`src/rtl/uart_pkg.sv`:
```
// Shared types and constants for the parametrised UART receiver.
// Holds the FSM state encoding, parity modes and legal ranges.
package uart_pkg;

    typedef enum logic [2:0] {
        ST_IDLE,
        ST_START,
        ST_DATA,
        ST_PARITY,
        ST_STOP,
        ST_WAIT_HIGH
    } rx_state_e;

    localparam logic [1:0] PAR_NONE = 2'b00;
    localparam logic [1:0] PAR_EVEN = 2'b01;
    localparam logic [1:0] PAR_ODD  = 2'b10;

    localparam int MIN_BITS  = 5;
    localparam int MAX_BITS_LIM = 9;
    localparam int MIN_OVS   = 8;
    localparam int MAX_OVS   = 32;
    localparam int MIN_SYNC  = 2;

    // Saturate a requested word length into MIN_BITS..maxb
    function automatic logic [3:0] clamp_bits(
        input logic [3:0] n,
        input logic [3:0] maxb
    );
        if (n < 4'(MIN_BITS)) return 4'(MIN_BITS);
        if (n > maxb)         return maxb;
        return n;
    endfunction

endpackage

```
`src/rtl/uart_rx_sync.sv`:
```
// Rx line synchroniser with low-level detect.
// Reset fills the chain with the idle level (1).
module uart_rx_sync #(
    parameter int SYNC_STAGES = 2
) (
    input  logic Clk,
    input  logic Rst_n,
    input  logic rx_i,
    output logic rx_o,
    output logic rx_low_o
);

    logic [SYNC_STAGES-1:0] sync_q;

    // Shift the raw line through the flop chain
    always_ff @(posedge Clk) begin
        if (!Rst_n) sync_q <= '1;
        else        sync_q <= {sync_q[SYNC_STAGES-2:0], rx_i};
    end

    assign rx_o     = sync_q[SYNC_STAGES-1];
    assign rx_low_o = ~sync_q[SYNC_STAGES-1];

endmodule

```
`src/rtl/uart_rx_param.sv`:
```
// Oversampling UART receiver with runtime word length, parity
// and stop-bit selection and a valid/ready output holding register.
module uart_rx_param
    import uart_pkg::*;
#(
    parameter int MAX_BITS    = 9,
    parameter int OVERSAMPLE  = 16,
    parameter int SYNC_STAGES = 2
) (
    input  logic                Clk,
    input  logic                Rst_n,
    input  logic                RxEn,
    input  logic                Rx,
    input  logic                Tick,
    input  logic [3:0]          NBits,
    input  logic [1:0]          ParMode,
    input  logic                Stop2,
    output logic [MAX_BITS-1:0] RxData,
    output logic                RxValid,
    input  logic                RxReady,
    output logic                ParityErr,
    output logic                FrameErr,
    output logic                Overrun
);

    localparam int CW = $clog2(OVERSAMPLE);
    localparam logic [CW-1:0] FULL = CW'(OVERSAMPLE - 1);
    localparam logic [CW-1:0] HALF = CW'(OVERSAMPLE / 2 - 1);

    logic rx_s, rx_low;

    rx_state_e state_q, state_d;
    logic [CW-1:0]       tcnt_q, tcnt_d;
    logic [3:0]          bcnt_q, bcnt_d;
    logic [MAX_BITS-1:0] shift_q, shift_d;
    logic                par_q, par_d;
    logic                pacc_q, pacc_d;
    logic                facc_q, facc_d;
    logic [3:0]          nbits_q, nbits_d;
    logic [1:0]          pmode_q, pmode_d;
    logic                stop2_q, stop2_d;
    logic [MAX_BITS-1:0] data_q, data_d;
    logic                valid_q, valid_d;
    logic                perr_q, perr_d;
    logic                ferr_q, ferr_d;
    logic                ovr_q, ovr_d;
    logic                done, done_ferr;

    uart_rx_sync #(
        .SYNC_STAGES(SYNC_STAGES)
    ) u_sync (
        .Clk     (Clk),
        .Rst_n   (Rst_n),
        .rx_i    (Rx),
        .rx_o    (rx_s),
        .rx_low_o(rx_low)
    );

    // State, frame and output holding registers
    always_ff @(posedge Clk) begin
        if (!Rst_n) begin
            state_q <= ST_IDLE;
            tcnt_q  <= '0;
            bcnt_q  <= '0;
            shift_q <= '0;
            par_q   <= 1'b0;
            pacc_q  <= 1'b0;
            facc_q  <= 1'b0;
            nbits_q <= 4'(MIN_BITS);
            pmode_q <= PAR_NONE;
            stop2_q <= 1'b0;
            data_q  <= '0;
            valid_q <= 1'b0;
            perr_q  <= 1'b0;
            ferr_q  <= 1'b0;
            ovr_q   <= 1'b0;
        end else begin
            state_q <= state_d;
            tcnt_q  <= tcnt_d;
            bcnt_q  <= bcnt_d;
            shift_q <= shift_d;
            par_q   <= par_d;
            pacc_q  <= pacc_d;
            facc_q  <= facc_d;
            nbits_q <= nbits_d;
            pmode_q <= pmode_d;
            stop2_q <= stop2_d;
            data_q  <= data_d;
            valid_q <= valid_d;
            perr_q  <= perr_d;
            ferr_q  <= ferr_d;
            ovr_q   <= ovr_d;
        end
    end

    // Frame sequencing: tick/bit counting, sampling and completion
    always_comb begin
        state_d   = state_q;
        tcnt_d    = tcnt_q;
        bcnt_d    = bcnt_q;
        shift_d   = shift_q;
        par_d     = par_q;
        pacc_d    = pacc_q;
        facc_d    = facc_q;
        nbits_d   = nbits_q;
        pmode_d   = pmode_q;
        stop2_d   = stop2_q;
        done      = 1'b0;
        done_ferr = facc_q | ~rx_s;
        unique case (state_q)
            ST_IDLE: begin
                if (Tick && RxEn && rx_low) begin
                    state_d = ST_START;
                    tcnt_d  = '0;
                    bcnt_d  = '0;
                    shift_d = '0;
                    par_d   = 1'b0;
                    pacc_d  = 1'b0;
                    facc_d  = 1'b0;
                    nbits_d = clamp_bits(NBits, 4'(MAX_BITS));
                    pmode_d = ParMode;
                    stop2_d = Stop2;
                end
            end
            ST_START: begin
                if (Tick) begin
                    if (tcnt_q == HALF) begin
                        tcnt_d  = '0;
                        state_d = rx_s ? ST_IDLE : ST_DATA;
                    end else begin
                        tcnt_d = tcnt_q + 1'b1;
                    end
                end
            end
            ST_DATA: begin
                if (Tick) begin
                    if (tcnt_q == FULL) begin
                        tcnt_d = '0;
                        par_d  = par_q ^ rx_s;
                        for (int i = 0; i < MAX_BITS; i++) begin
                            if (bcnt_q == 4'(i)) shift_d[i] = rx_s;
                        end
                        if (bcnt_q == nbits_q - 4'd1) begin
                            bcnt_d  = '0;
                            state_d = (pmode_q == PAR_EVEN ||
                                       pmode_q == PAR_ODD) ?
                                      ST_PARITY : ST_STOP;
                        end else begin
                            bcnt_d = bcnt_q + 4'd1;
                        end
                    end else begin
                        tcnt_d = tcnt_q + 1'b1;
                    end
                end
            end
            ST_PARITY: begin
                if (Tick) begin
                    if (tcnt_q == FULL) begin
                        tcnt_d  = '0;
                        pacc_d  = par_q ^ rx_s ^ (pmode_q == PAR_ODD);
                        state_d = ST_STOP;
                    end else begin
                        tcnt_d = tcnt_q + 1'b1;
                    end
                end
            end
            ST_STOP: begin
                if (Tick) begin
                    if (tcnt_q == FULL) begin
                        tcnt_d = '0;
                        facc_d = done_ferr;
                        if (stop2_q && bcnt_q == 4'd0) begin
                            bcnt_d = 4'd1;
                        end else begin
                            done    = 1'b1;
                            state_d = done_ferr ? ST_WAIT_HIGH : ST_IDLE;
                        end
                    end else begin
                        tcnt_d = tcnt_q + 1'b1;
                    end
                end
            end
            ST_WAIT_HIGH: begin
                if (rx_s) state_d = ST_IDLE;
            end
            default: state_d = ST_IDLE;
        endcase
        if (!RxEn && state_q != ST_IDLE) begin
            state_d = ST_IDLE;
            done    = 1'b0;
        end
    end

    // Output holding register with valid/ready and overrun
    always_comb begin
        data_d  = data_q;
        valid_d = valid_q;
        perr_d  = perr_q;
        ferr_d  = ferr_q;
        ovr_d   = 1'b0;
        if (done && (!valid_q || RxReady)) begin
            data_d  = shift_q;
            perr_d  = pacc_q;
            ferr_d  = done_ferr;
            valid_d = 1'b1;
        end else begin
            if (done)               ovr_d   = 1'b1;
            if (valid_q && RxReady) valid_d = 1'b0;
        end
    end

    assign RxData    = data_q;
    assign RxValid   = valid_q;
    assign ParityErr = perr_q;
    assign FrameErr  = ferr_q;
    assign Overrun   = ovr_q;

endmodule

```
`config.mk`:
```
export PLATFORM = sky130hd
export DESIGN_NAME = uart_rx_param
export DESIGN_NICKNAME = d
export VERILOG_FILES = /design/src/rtl/uart_pkg.sv /design/src/rtl/uart_rx_sync.sv /design/src/rtl/uart_rx_param.sv
export SDC_FILE = /design/constraint.sdc
export NUM_CORES = 1
export LEC_CHECK = 0
export BUFFER_PORTS_ARGS = -buffer_cell sky130_fd_sc_hd__buf_2
export CORE_AREA = 2 2 59 83
export DETAILED_ROUTE_END_ITERATION = 8
export DIE_AREA = 0 0 61 85
export HOLD_SLACK_MARGIN = 0.15
export PLACE_DENSITY = 0.74
export SKIP_CTS_REPAIR_TIMING = 1
export SYNTH_ARGS = -nofsm -noshare
export SYNTH_HDL_FRONTEND = slang
export SYNTH_SLANG_ARGS = --single-unit
```
`constraint.sdc`:
```
create_clock -name Clk -period 2.45 [get_ports Clk]
set_clock_uncertainty 0.05 [all_clocks]
set_input_delay 0.1225 -clock Clk [delete_from_list [all_inputs] [get_ports Clk]]
set_output_delay 0.1225 -clock Clk [all_outputs]
set_load 0.005 [all_outputs]
```
==> results.yml <==
setup_path:
  rrSetupSlack_ps: 300
  worstSetupPathType: "flop to flop"
  r2r-start: "bcnt_q[0]"
  start_kind: "flop"
  r2r-end: "state_q[0]"
  cp-end-kind: "flop"
  worstPathRequired_ps: 2630
  cp-startpoint: "bcnt_q[0]"
  arrival_ps: 2330
  path_max_fanout: 6
  reg2reg_depth: 7
logic_synthesis:
  netlist_instances: 283
  synth_flop_cell: "dfxtp_1"
  ys_seq_elements: 45
  synth_compound_area_share_pct: 19.8
  ys_types: 53
  synth_top_family_by_area: "simple AND/OR/NAND/NOR gates"
  async_flop_share_pct: 0
  synth_edf_count: 0
  synth_area_um2: 2390
  synthSimpleGateAreaFrac_pct: 27.0
  syn_area_per_cell_um2: 8.44
  synth_xor_area_share_pct: 3.25
  syn-num-nets: 303
  seq_area_frac_synth_pct: 37.7
  muxShareOfSynthArea_pct: 4.19
  synthAdderAreaFrac_pct: 3.66
  yosys_warnings: 0
detailed_routing:
  routed_wl_um: 4900
  wl_per_cell_um: 13.0
  avgViaCountPerCell: 5.47
  ant_nets: 0
  dr.first_iter.drc_count: 123
  vias: 2061
  route.detailed.drc: 0
  first_pass_iters: 4
cells_and_area:
  seq_area_um2: 901
  multi_input_area_um2: 1380
  area_growth_pct: 15.8
  instances_no_fill: 377
  drive_above_1_share_pct: 15.2
  diodes: 0
  nFillCells: 399
  nNetsFinal: 335
floorplanning:
  num_rows: 29
  core_area_um2: 4460
  die_area_um2: 5190
  start_util_pct: 53.5
  dieWidth_um: 61
  io_pins: 26
  die_y_um: 85
min_path:
  hp-start: "RxEn"
  whs_path_depth: 3
  hold_class: "input pin to flop"
  holdPathEnd: "Overrun"
placed_design:
  dp_slack_ps: 310
  hpwl_um: 3520
  dp_cells: 360
  routabilityCongestion: 0.886
  io_buffers: 25
grt:
  grt_pass1_vias: 1949
  grt_use_total_pct: 21.4
  antenna_found_initial: 0
  grt_max_degree: 30
  grt_pass1_wl_um: 8520
  grt_overflow: 0
timing:
  tightestPinTransition_ps: 589
  whs_ps: 176
  drv_slew: 0
  rsz0062_at_grt: "false"
  fmax_ghz: 0.465
  hold_viol_final: 0
  setup_violations: 0
  fin_crit_ps: 2150
  timing.final.ws_setup_ps: 301
  finalSetupTns_ps: 0
  slew_headroom_pct: 60.7
  period_share_pct: 87.7
outcome:
  run_status: "finished, final reports clean"
clock_network:
  root_buffer: "clkbuf_8"
  cts.path.max_buffers: 2
  htree_levels: 2
  cts_tree: "yes"
  clk_latency_ps: 300
  cts.clk_slew.worst_paths_ps: 80
  cts_buffers: 5
  cts_sinks: 45
pwr:
  switchingPower_mw: 0.509
  power_leakage_nw: 1.05
  clkPwrFrac_pct: 31.3
  vdd_drop_max_mv: 0.655
  powerDensity_nw_per_um2: 619
  p_int_mw: 1.20
  total_power_mw: 1.71
  switching_share_pct: 29.7
  combinationalPowerShare_pct: 21.2
  seq_power_share_pct: 47.6
flow_run:
  max-cap-violations: 0
worst max-delay path: stages, from the launching register on:
cell and delay [ps]:
dfxtp_1 430, inv_1 110, ha_1 280, nor4bb_1 180
a32oi_1 220, o21ai_1 160, or4_4 500, a211oi_2 170
per-layer routing:
layer	share of wire, %	global-route usage, %	up-vias
li1	-	-	1054
met1	43	25.9	971
met2	52	36.7	31
met3	3.1	4.12	5
met4	1.6	7.51	0
met5	0	0	-
power groups by stage:
stage	clock (mW)	combinational (mW)	sequential, mW
2_1_floorplan	0	0.309	0.783
3_3_place_gp	0	0.348	0.829
3_5_place_dp	0	0.351	0.829
4_1_cts	0.546	0.353	0.812
5_1_grt	0.576	0.414	0.821
6_report	0.535	0.362	0.814
sequential cells by signal, summed over array words and instances (netlist names), 2 cells and up:
| register | cells |
|---|---|
| tcnt_q | 4 |
| pmode_q | 2 |
| nbits_q | 4 |
| RxData | 9 |
| state_q | 3 |
| shift_q | 9 |
| u_sync.sync_q | 2 |
| bcnt_q | 4 |
synthesized netlist by cell type, drive strengths merged (7+ instances only):
| cell | count | area [µm²] |
|---|---|---|
| dfxtp | 45 | 901 |
| nand2 | 38 | 143 |
| o21ai | 21 | 105 |
| a21boi | 19 | 143 |
| nor2 | 17 | 66.3 |
| nor2b | 17 | 106 |
| a21oi | 11 | 55.1 |
| mux2i | 10 | 100 |
| buf | 8 | 45.0 |
| clkbuf | 8 | 30.0 |
| inv | 8 | 30.0 |
| ha | 7 | 87.6 |
| nand3 | 7 | 35.0 |
area by class of cell:
type                       count  area share [%]
multi-input combinational    214            50.0
sequential                    45            32.6
timing repair buffer          41            9.77
tap                           62            2.80
clock buffer                   5            2.49
clock inverter                 2            1.27
inverter                       8            1.09
worst max path at each step:
stage / to / slack, ps
floorplan: state_q[0] / 500
global placement: state_q[0] / 380
detailed placement: state_q[0] / 310
CTS: state_q[0] / 310
global route: state_q[2] / 50
finish: state_q[0] / 300
cell usage in the layout (no fill, tap or decap), drive strengths merged, types with 3 or more instances in the layout:
| cell type | count |
|---|---|
| a21boi | 19 |
| mux2i | 10 |
| ha | 7 |
| clkbuf | 5 |
| xor2 | 4 |
| nand3 | 7 |
| nand2b | 4 |
| o21ai | 21 |
| xnor2 | 4 |
| a21oi | 11 |
| nand4 | 5 |
| nand2 | 38 |
| nor2b | 17 |
| dlygate4sd3 | 10 |
| dfxtp | 45 |
| a31oi | 4 |
| nor3b | 5 |
| nor3 | 5 |
| nor2 | 17 |
| o211ai | 3 |
| buf | 31 |
| inv | 8 |
kinds of logic (layout without fill, tap and decap cells):
group                      count (synthesis)  after routing
buffers and inverters                     24             56
and+or+nand+nor                          119            119
AOI/OAI and AO/OA                         70             70
DFF                                       45             45
xor gates and xnor gates                   8              8
muxes                                     10             10
adders and majority gates                  7              7
per-stage QoR:
stage	instance area (µm²)	utilization (%)
2_1_floorplan	2390	-
3_5_place_dp	2560	57.4
5_1_grt	2770	62.0
3_3_place_gp	2560	57.4
6_report	2770	62.0
4_1_cts	2670	59.7
Power figures use the tool's default switching activity.
